==> config.mk <==
export PLATFORM = sky130hd
export DESIGN_NAME = vga_controller
export DESIGN_NICKNAME = d
export VERILOG_FILES = /design/src/rtl/vga_controller_pkg.sv /design/src/rtl/vga_delay_line.sv /design/src/rtl/vga_controller.sv
export SDC_FILE = /design/constraint.sdc
export NUM_CORES = 1
export LEC_CHECK = 0
export BUFFER_PORTS_ARGS = -buffer_cell sky130_fd_sc_hd__buf_2
export CORE_MARGIN = 3
export CORE_UTILIZATION = 50
export CTS_CLUSTER_SIZE = 28
export DETAILED_ROUTE_END_ITERATION = 10
export GPL_TIMING_DRIVEN = 0
export PLACE_DENSITY_LB_ADDON = 0.15
export REMOVE_ABC_BUFFERS = 1
export SYNTH_ARGS = -nofsm -noshare
export SYNTH_HDL_FRONTEND = slang
export SYNTH_SLANG_ARGS = --single-unit
==> constraint.sdc <==
create_clock -name clk -period 2.15 [get_ports clk]
set_input_delay 0.215 -clock clk [delete_from_list [all_inputs] [get_ports clk]]
set_output_delay 0.215 -clock clk [all_outputs]
set_load 0.03 [all_outputs]
==> src/rtl/vga_controller_pkg.sv <==
// Shared types and 640x480@60 timing defaults for the VGA raster controller and the blocks around
// it.
package vga_controller_pkg;

  localparam int unsigned CntW = 11;

  localparam int unsigned DefHVisible = 640;
  localparam int unsigned DefHFront   = 16;
  localparam int unsigned DefHSync    = 96;
  localparam int unsigned DefHBack    = 48;
  localparam int unsigned DefVVisible = 480;
  localparam int unsigned DefVFront   = 10;
  localparam int unsigned DefVSync    = 2;
  localparam int unsigned DefVBack    = 33;

  // One pixel's worth of raw timing, carried down the latency-matching delay line.
  typedef struct packed {
    logic blank;
    logic hact;
    logic vact;
  } timing_t;

  localparam timing_t IdleTiming = '{blank: 1'b1, hact: 1'b0, vact: 1'b0};

  function automatic logic in_window(input logic [CntW-1:0] x,
                                     input logic [CntW-1:0] lo,
                                     input logic [CntW-1:0] hi);
    return (x >= lo) && (x < hi);
  endfunction

endpackage

==> src/rtl/vga_delay_line.sv <==
// Enable-gated shift register with an asynchronous reset value; depth 0 degenerates to a wire.
module vga_delay_line #(
  parameter int unsigned       Depth    = 1,
  parameter int unsigned       Width    = 1,
  parameter logic [Width-1:0]  ResetVal = '0
) (
  input  logic             clk_i,
  input  logic             rst_ni,
  input  logic             en_i,
  input  logic [Width-1:0] d_i,
  output logic [Width-1:0] q_o
);

  if (Depth == 0) begin : g_wire
    logic unused_ctrl;
    assign unused_ctrl = ^{clk_i, rst_ni, en_i};
    assign q_o = d_i;
  end else begin : g_shift
    logic [Depth-1:0][Width-1:0] stage_d, stage_q;

    always_comb begin
      stage_d = stage_q;
      if (en_i) begin
        stage_d[0] = d_i;
        for (int i = 1; i < Depth; i++) begin
          stage_d[i] = stage_q[i-1];
        end
      end
    end

    always_ff @(posedge clk_i or negedge rst_ni) begin
      if (!rst_ni) begin
        stage_q <= {Depth{ResetVal}};
      end else begin
        stage_q <= stage_d;
      end
    end

    assign q_o = stage_q[Depth-1];
  end

endmodule

==> src/rtl/vga_controller.sv <==
// VGA raster timing generator: pixel-rate divider, h/v counters, sync/blank decode delayed to line
// up with the reporter's pixel_on, and registered sync/blank/colour outputs.
module vga_controller
  import vga_controller_pkg::*;
#(
  parameter int unsigned HVISIBLE    = DefHVisible,
  parameter int unsigned HFRONT      = DefHFront,
  parameter int unsigned HSYNC       = DefHSync,
  parameter int unsigned HBACK       = DefHBack,
  parameter int unsigned VVISIBLE    = DefVVisible,
  parameter int unsigned VFRONT      = DefVFront,
  parameter int unsigned VSYNC       = DefVSync,
  parameter int unsigned VBACK       = DefVBack,
  parameter int unsigned CLK_DIV     = 4,
  parameter int unsigned PIX_LATENCY = 1,
  parameter logic        SYNC_POL    = 1'b0,
  parameter logic [7:0]  FG_COLOR    = 8'hFF,
  parameter logic [7:0]  BG_COLOR    = 8'h00
) (
  input  logic            clk,
  input  logic            rst,
  input  logic            pixel_on,
  output logic [CntW-1:0] hcounter,
  output logic [CntW-1:0] vcounter,
  output logic            pix_en,
  output logic            frame_start,
  output logic            hsync,
  output logic            vsync,
  output logic            blank,
  output logic [7:0]      rgb
);

  localparam int unsigned HTOTAL = HVISIBLE + HFRONT + HSYNC + HBACK;
  localparam int unsigned VTOTAL = VVISIBLE + VFRONT + VSYNC + VBACK;

  localparam logic [CntW-1:0] HVis     = CntW'(HVISIBLE);
  localparam logic [CntW-1:0] HSyncLo  = CntW'(HVISIBLE + HFRONT);
  localparam logic [CntW-1:0] HSyncHi  = CntW'(HVISIBLE + HFRONT + HSYNC);
  localparam logic [CntW-1:0] HLast    = CntW'(HTOTAL - 1);
  localparam logic [CntW-1:0] VVis     = CntW'(VVISIBLE);
  localparam logic [CntW-1:0] VSyncLo  = CntW'(VVISIBLE + VFRONT);
  localparam logic [CntW-1:0] VSyncHi  = CntW'(VVISIBLE + VFRONT + VSYNC);
  localparam logic [CntW-1:0] VLast    = CntW'(VTOTAL - 1);

  localparam int unsigned     DivW    = (CLK_DIV > 1) ? $clog2(CLK_DIV) : 1;
  localparam logic [DivW-1:0] DivLast = DivW'(CLK_DIV - 1);

  logic [DivW-1:0] div_d, div_q;
  logic [CntW-1:0] h_d, h_q, v_d, v_q;
  logic            frame_start_d, frame_start_q;
  logic            hsync_d, hsync_q, vsync_d, vsync_q, blank_d, blank_q;
  logic [7:0]      rgb_d, rgb_q;
  timing_t         raw, dly;

  // Gated by rst so the strobe is never seen while the block is held in reset.
  assign pix_en = rst && (div_q == DivLast);

  always_comb begin
    div_d         = (div_q == DivLast) ? '0 : div_q + DivW'(1);
    h_d           = h_q;
    v_d           = v_q;
    frame_start_d = 1'b0;
    if (pix_en) begin
      if (h_q == HLast) begin
        h_d           = '0;
        v_d           = (v_q == VLast) ? '0 : v_q + CntW'(1);
        frame_start_d = (v_q == VLast);
      end else begin
        h_d = h_q + CntW'(1);
      end
    end
  end

  always_comb begin
    raw.blank = (h_q >= HVis) || (v_q >= VVis);
    raw.hact  = in_window(h_q, HSyncLo, HSyncHi);
    raw.vact  = in_window(v_q, VSyncLo, VSyncHi);
  end

  vga_delay_line #(
    .Depth    (PIX_LATENCY),
    .Width    ($bits(timing_t)),
    .ResetVal (IdleTiming)
  ) u_delay (
    .clk_i  (clk),
    .rst_ni (rst),
    .en_i   (pix_en),
    .d_i    (raw),
    .q_o    (dly)
  );

  always_comb begin
    hsync_d = hsync_q;
    vsync_d = vsync_q;
    blank_d = blank_q;
    rgb_d   = rgb_q;
    if (pix_en) begin
      hsync_d = dly.hact ? SYNC_POL : ~SYNC_POL;
      vsync_d = dly.vact ? SYNC_POL : ~SYNC_POL;
      blank_d = dly.blank;
      rgb_d   = dly.blank ? 8'h00 : (pixel_on ? FG_COLOR : BG_COLOR);
    end
  end

  always_ff @(posedge clk or negedge rst) begin
    if (!rst) begin
      div_q         <= '0;
      h_q           <= '0;
      v_q           <= '0;
      frame_start_q <= 1'b0;
      hsync_q       <= ~SYNC_POL;
      vsync_q       <= ~SYNC_POL;
      blank_q       <= 1'b1;
      rgb_q         <= 8'h00;
    end else begin
      div_q         <= div_d;
      h_q           <= h_d;
      v_q           <= v_d;
      frame_start_q <= frame_start_d;
      hsync_q       <= hsync_d;
      vsync_q       <= vsync_d;
      blank_q       <= blank_d;
      rgb_q         <= rgb_d;
    end
  end

  assign hcounter    = h_q;
  assign vcounter    = v_q;
  assign frame_start = frame_start_q;
  assign hsync       = hsync_q;
  assign vsync       = vsync_q;
  assign blank       = blank_q;
  assign rgb         = rgb_q;

endmodule

Yosys cells after proc, flatten, opt, wreduce, memory -nomap -nowiden
Cells that the tools add are included.
W data, S select, Z words.
- flip-flop bits (word level): 39
- output and inout bits: 35
- logic and storage cells: 35
- add/sub/neg operators: 3
- magnitude comparators: 6
- equal/unequal tests: 3
- multiplexer cells: 9
- reduce and logical (&&, ||, !) cells: 5
- operators with widths (kind ; count):
    $add A11 B1 Y11 const B ; 2
    $eq A11 B10 Y1 const B ; 2
    $ge A11 B10 Y1 const B ; 2
    $ge A11 B9 Y1 const B ; 2
    $mux W11 ; 2
    $mux W8 ; 2
    $lt A11 B10 Y1 const B ; 1
    $lt A11 B9 Y1 const B ; 1
    $mux W1 ; 4
    $logic_and A1 B1 Y1 ; 3
    $add A2 B1 Y2 const B ; 1
    $eq A2 B2 Y1 const B ; 1
    $mux W2 ; 1
    $reduce_and A2 Y1 ; 1
    $logic_or A1 B1 Y1 ; 1

Longest topological paths before layout
Gate-level depths: netlist of the first run.
- depth in word-level cells: 3
- gate-level depth with buffers: 6
- gate-level depth less buffers: 6

Modules after synthesis
A second synthesis of the first run with hierarchy kept.
- cell total of the unflattened synthesis: 150
- area total of the unflattened synthesis: 1639.1 um^2
- modules (own cells, without submodules) (module ; times used ; cells each ; area an instance (um^2) ; sequential area each (um^2)):
    vga_controller ; 1 ; 144 ; 1529.0 ; 729.4
    vga_delay_line ; 1 ; 6 ; 110.1 ; 76.3

Least setup slack after synthesis of the first run
OpenSTA, ideal clock, no wires.
- path kind: flip-flop to flip-flop
- start: reg h_q[0], in the netlist hcounter[0]
- end: reg v_q[9], in the netlist vcounter[9]
- arrival time: 2.025 ns
- slack: 0.043 ns
- stages on the path, launching flop included: 7
- buffers on the path: 1
- period minus slack after synthesis: 2.107 ns
- cell sequence: dfrtp_1 ha_1 nand3_1 or4_1 clkbuf_2 o31a_1 a31oi_2
- word-level cells in the longest chain between the ends: 2
- RTL lines (element ; line ; source):
    start: declaration ; vga_controller.sv:49 ; logic [CntW-1:0] h_d, h_q, v_d, v_q;
    start signal: assignment ; vga_controller.sv:108 ; h_q <= '0;
    start signal: assignment ; vga_controller.sv:117 ; h_q <= h_d;
    $eq A11 B10 Y1 ; vga_controller.sv:64 ; if (h_q == HLast) begin
    $reduce_and A2 Y1 (no line) ; - ;
    end signal: assignment ; vga_controller.sv:118 ; v_q <= v_d;
    end: declaration ; vga_controller.sv:49 ;
No other way between the ends.
A chain may end at the register's enable or synchronous reset.

Final worst setup path of the first run
- start: reg div_q[0]
- end: reg v_q[9], in the netlist vcounter[9]
- word-level cells in the longest chain between the ends: 3
- RTL lines (element ; line ; source):
    start: declaration ; vga_controller.sv:48 ; logic [DivW-1:0] div_d, div_q;
    start signal: assignment ; vga_controller.sv:116 ; div_q <= div_d;
    $eq A2 B2 Y1 ; vga_controller.sv:56 ; assign pix_en = rst && (div_q == DivLast);
    $logic_and A1 B1 Y1 ; vga_controller.sv:56 ;
    $reduce_and A2 Y1 (no line) ; - ;
No other way between the ends.

==> run metrics, run 1 <==
cell area power density just under 700 nW/um^2; synthesized flop and latch total 32; worst path cell trace ha_1, nand2_4, or4_4, o31a_1, a31oi_2; later-pin clock latency in the skew report between 0.3 and 0.4 ns; WP data arrival ~2.3 ns; Post-Syn Area 1610 sq um; vias per inst between 5 and 6; Pint between 800 and 900 uW; critical setup path kind flip-flop to flip-flop; initial antenna violation count 0; Max Cap Violations 0; Vert. Die Dim between 60 and 70 um; Max IR drop VDD 0.579 mV; skew final around 0.008 ns; most common cell after layout, fill and taps aside buf_2; initial DRC count between 90 and 100; Synth Area in XOR/XNOR roughly 5.5%; Max Slew Vio Count 0; Net Sw Frac about a third; DRC errors left 0; hold crit path type primary input to flip-flop; GRT overflow 0; clock network fraction of total power 27.9%; share of cells above drive strength 1 between 30% and 40%; largest net degree at the start of global routing 29; DRT Pass-1 Iters 4; crit-path max cell delay roughly 0.64 ns; clock sink count 32; fin area between 1500 and 2000 sq um; reg2reg start div_q[0]$_DFF_PN0_; Crit path max-delay family simple AND/OR/NAND/NOR gates; Rows 19; main combinational cell family by area after synthesis simple AND/OR/NAND/NOR gates; core box area 2900 sq um; FFs w/ async S/R, synth between 90% and 100%; placed cell areas between 1500 and 2000 sq um; critical path peak fanout 17; most frequent cells in the layout buf_2, dfrtp_1, nand2_1; Post-Synth Simple-Gate Area between 20% and 30%; CTS H-tree depth 2; Critical Path Slowest Stage Cell or4_4; switching power 429 uW; CP endpoint kind flip-flop; CP startpoint kind flip-flop; Multi-input gate area 732 sq um; CTS tree built; Compound-Gate Fraction of Synth Area roughly 8.4%; synth warn 0; adder-cell share of the synthesized area under 10%; WL per Instance 14.3 um; Cells after Synth approximately 160; unrepaired setup endpoints after global routing false; fin util approximately 66%; CTS Buf Count 5; Tcrit/Tclk final about 96%; routability cong. approximately 0.83; Fin. Hold Viols 0; synthesis-to-layout area growth 19.2%; Syn Area/Cell a little under 10 sq um; WP depth 5; Starting Density a little under three fifths; first-pass GRT wire length a little over 6 mm; clock buffer depth 2; GRT Total Usage 20.3%; Clk pin slew, worst setup/hold paths around 0.1 ns; count of flip-flops with a built-in enable after synthesis 0; Die Width around 63 um; Comb pwr share between 15 and 20%; Worst-Margin Slew between 0.3 and 0.4 ns; I/O Pins 38; PortBufs 37; Unique masters post-synth 37; Layout fillers 254; Worst Setup EP vcounter[9]$_DFFE_PN0P_; Seq. cell area about 810 sq um; ANT nets after route 0; final setup vio count 0; Main synth FF type dfrtp_1; status finished clean; Total Wirelength 3.48 mm; fmax 0.486 GHz; Critical Path Start div_q[0]$_DFF_PN0_; vias in the first global route roughly 1300; Rel. slew slack around three quarters; hpwl dp about 2.4 mm; Root Driver clkbuf_4; Reg power frac a little over half; Crit path buffers/inverters 0; worst hold slack 0.110 ns; Die ar. 3930 sq um; sequential fraction of the synthesis area between 50% and 60%; Crit path required time around 2.4 ns; post-synthesis mux area share ~1.9%; final worst path period need just over 2 ns; Final nets roughly 210; cells on worst reg2reg path 5; P_leak slightly below 0.001 uW; R2R setup slack between 0.09 and 0.1 ns; ant diodes 0; capture point of the worst reg-to-reg path vcounter[9]$_DFFE_PN0P_; via count around 1400
-- logic make-up after synthesis --
family                     after synthesis
AOI/OAI and AO/OA                       22
muxes                                    3
and+or+nand+nor                         73
adders and majority gates                5
xor gates and xnor gates                10
DFF                                     32
buffers and inverters                   18
-- flip-flops by register name, summed over array words and instances, names as in the netlist --
signal,count
blank,1
frame_start,1
hcounter,11
u_delay.q_o,3
hsync,1
vsync,1
vcounter,11
rgb,1
div_q,2
-- how the worst min path moves through the flow --
stage | slack (ns) | cells past startpoint | start | endpoint
3_3_place_gp | 0.32 | 1 | rst | rgb[6]$_DFFE_PN0P_
4_1_cts | 0.10 | 3 | pixel_on | rgb[6]$_DFFE_PN0P_
6_report | 0.11 | 3 | pixel_on | rgb[6]$_DFFE_PN0P_
3_5_place_dp | 0.33 | 1 | rst | rgb[6]$_DFFE_PN0P_
2_1_floorplan | -0.08 | 0 | rst | div_q[0]$_DFF_PN0_
5_1_grt | 0.09 | 3 | pixel_on | rgb[6]$_DFFE_PN0P_
-- cell usage after synthesis (3+ instances only) --
master | count | area share, %
dfrtp_1 | 28 | 44
xor2_1 | 5 | 2.7
nand4_1 | 8 | 3.1
o31ai_1 | 3 | 1.4
nand2_1 | 23 | 5.4
buf_4 | 7 | 3.3
xnor2_1 | 5 | 2.7
dfstp_2 | 4 | 6.5
ha_1 | 5 | 3.9
o21ai_0 | 11 | 3.4
nand3_1 | 10 | 3.1
nor3_1 | 5 | 1.6
nor4_1 | 5 | 1.9
nor2_1 | 9 | 2.1
inv_1 | 7 | 1.6
-- power by group through the flow --
stage	clock, uW	sequential, uW	combinational [uW]
CTS	371	699	235
global placement	0	709	224
floorplan	0	797	56.9
detailed placement	0	711	226
global route	405	713	253
finish	362	703	234
-- worst min-delay path: cells and delay by family --
family / cells / cell delay, ns
and+or+nand+nor: 2 / 0.13
buffers and inverters: 1 / 0.07
-- per-stage QoR --
step,setup TNS (ns),std cells,power (uW),setup slack (ns)
floorplan,-4.45,153,853,-0.512
global placement,-17.17,232,933,-1.47
detailed placement,-4.57,233,937,-0.487
CTS,0,243,1310,0.0721
global route,0,244,1370,0.00318
finish,0,244,1300,0.0929
-- metal layers --
metal | GRT usage [%] | share of wire [%]
met1 | 25.6 | 44
met2 | 31.0 | 47
met3 | 7.91 | 7.3
met4 | 8.26 | 1.6
met5 | 0 | 0
-- cell type report --
class / count / area share (%)
Clock inverter: 2 / 0.523
Clock buffer: 6 / 2.68
Tap cell: 42 / 2.75
Sequential cell: 32 / 42.1
Multi-Input combinational cell: 113 / 38.3
Timing Repair Buffer: 41 / 12.0
Inverter: 8 / 1.64
-- timing repair --
action,4_1_cts,5_1_grt
pin swaps,0,1
endpoints found under the setup margin,7,6
resized for setup,4,1
setup buffers,0,1
hold endpoints to repair,28,0
hold buffers,2,0
Note: power is estimated with default switching activity, not from simulation.
==> run 2, diff against run 1 <==
==> constraint.sdc (replaced) <==
create_clock -name clk -period 2 [get_ports clk]
set_input_delay 0.2 -clock clk [delete_from_list [all_inputs] [get_ports clk]]
set_output_delay 0.2 -clock clk [all_outputs]
set_load 0.03 [all_outputs]
==> run 2 against run 1 <==
Net effect:
- power up 10%
- sequential share of layout area shrank 1.4 points
- clock-buffer cell count unchanged
- worst setup slack worse by 0.043 ns
- critical endpoint unchanged
- largest cell class unchanged
==> run metrics, run 2 (synthesis gave the netlist of run 1 again) <==
status finished clean (unchanged); CP endpoint kind flip-flop (unchanged); Starting Density 55.3% (unchanged); Die Width 62.7 um (unchanged); crit-path max cell delay 0.58 ns (was 0.64 ns); ant diodes 0 (unchanged); WL per Instance 14.6 um (was 14.3 um); vias in the first global route 1311 (was 1309); DRT Pass-1 Iters 4 (unchanged); Final nets 217 (was 209); most frequent cells in the layout buf_2, dfrtp_1, nand2_1 (unchanged); Worst-Margin Slew 0.336 ns (was 0.362 ns); clock buffer depth 2 (unchanged); setup ws final 0.0499 ns (was 0.0929 ns); PortBufs 37 (unchanged); fin util 68.7% (was 66.0%); worst path cell trace or3b_4, or4_4, o31a_1, a31oi_2 (was ha_1, nand2_4, or4_4, o31a_1, a31oi_2); initial antenna violation count 0 (unchanged); Crit path buffers/inverters 0 (unchanged); CTS Buf Count 5 (unchanged); Clk pin slew, worst setup/hold paths 0.10 ns (about the same); synthesis-to-layout area growth 24.2% (was 19.2%); skew final 0.00986 ns (was 0.00785 ns); pre-CTS setup slack -0.622 ns (was -0.487 ns); hold crit path type primary input to flip-flop (unchanged); Crit path required time 2.28 ns (was 2.43 ns); Max IR drop VDD 0.655 mV (was 0.579 mV); routability cong. 0.834 (unchanged); cell area power density 716 nW/um^2 (was 679 nW/um^2); final setup vio count 0 (unchanged); hpwl dp 2.43 mm (unchanged); Tcrit/Tclk final 97.5% (was 95.7%); core box area 2900 sq um (unchanged); CTS tree built (unchanged); GRT overflow 0 (unchanged); fmax 0.513 GHz (was 0.486 GHz); most common cell after layout, fill and taps aside buf_2 (unchanged); GRT Total Usage 20.5% (was 20.3%); CP startpoint kind flip-flop (unchanged); ANT nets after route 0 (unchanged); Fin. Hold Viols 0 (unchanged); Critical Path Slowest Stage Cell or4_4 (unchanged); initial DRC count 82 (was 98); later-pin clock latency in the skew report 0.35 ns (was 0.34 ns); via count 1390 (was 1366); Rows 19 (unchanged); Die ar. 3930 sq um (unchanged); Rel. slew slack 77.5% (was 75.8%); DRC errors left 0 (unchanged); Vert. Die Dim 62.7 um (unchanged); Max Cap Violations 0 (unchanged); clock sink count 32 (unchanged); vias per inst 5.52 (was 5.60); CTS H-tree depth 2 (unchanged); critical setup path kind flip-flop to flip-flop (unchanged); WP data arrival 2.23 ns (was 2.33 ns); P_leak 0.000994 uW (was 0.000964 uW); Total Wirelength 3.67 mm (was 3.48 mm); final worst path period need 1.95 ns (was 2.06 ns); share of cells above drive strength 1 36.7% (was 30.2%); first-pass GRT wire length 6.33 mm (was 6.22 mm); Root Driver clkbuf_4 (unchanged); largest net degree at the start of global routing 29 (unchanged); Max Slew Vio Count 0 (unchanged); critical path peak fanout 6 (was 17); I/O Pins 38 (unchanged); Crit path max-delay family simple AND/OR/NAND/NOR gates (unchanged)
-- run 2: layer usage --
layer,part of all wire [%],vias up,GRT usage [%]
met2,49,45,32.2
li1,-,668,-
met5,0,-,0
met4,1.6,0,7.99
met1,43,671,25.5
met3,6.0,6,7.55
-- run 2: layout make-up --
| type | count | area (sq um) |
|---|---|---|
| tap | 42 | 52.6 |
| inverter | 8 | 31.3 |
| timing repair buffer | 49 | 290 |
| sequential | 32 | 811 |
| clock inverter | 2 | 10.0 |
| multi-input combinational | 113 | 747 |
| fill | 240 | 907 |
| clock buffer | 6 | 51.3 |
-- run 2: metrics by stage --
step	instance area [sq um]	TNS [ns]	hold WS [ns]	std cells	total power, uW
after floorplan	1540	-6.59	-0.0956	153	917
after global placement	1780	-19.47	0.308	232	1000
after global routing	1990	-0.00683	0.0797	252	1510
after CTS	1940	0	0.0896	247	1410
final	1990	0	0.0951	252	1430
after detailed placement	1790	-6.84	0.315	233	1010
-- run 2: timing repair --
| item | CTS | global route |
|---|---|---|
| setup endpoints to repair | 13 | 8 |
| hold buffers | 2 | 0 |
| gates cloned | 0 | 0 |
| hold endpoints to repair | 28 | 0 |
| buffers inserted | 4 | 5 |
| resized for setup | 8 | 5 |
| pin swaps | 2 | 3 |
-- run 2: tightest hold or removal path, delay by kind of cell --
| kind | cells | cell delay (ns) |
|---|---|---|
| simple gates | 2 | 0.13 |
| buf+inv | 1 | 0.07 |
-- run 2: worst paths after layout --
kind                                            start                          to  slack, ns  cells after the start
max in group asynchronous                         rst     hcounter[5]$_DFFE_PN0P_       1.29                      3
min reg2reg                u_delay.q_o[0]$_DFFE_PN0P_           vsync$_DFFE_PN1P_       0.44                      1
min in group asynchronous                         rst  u_delay.q_o[2]$_DFFE_PN1P_       0.51                      2
max reg2reg                   hcounter[6]$_DFFE_PN0P_     vcounter[9]$_DFFE_PN0P_       0.05                      4
min                                          pixel_on          rgb[6]$_DFFE_PN0P_        0.1                      3
max                           hcounter[6]$_DFFE_PN0P_     vcounter[9]$_DFFE_PN0P_       0.05                      4
-- run 2: report_power, final --
group	switching (uW)	internal [uW]	total, uW
clock network	226	167	392
logic	183	98.7	282
registers	61.2	693	754
total	470	958	1430
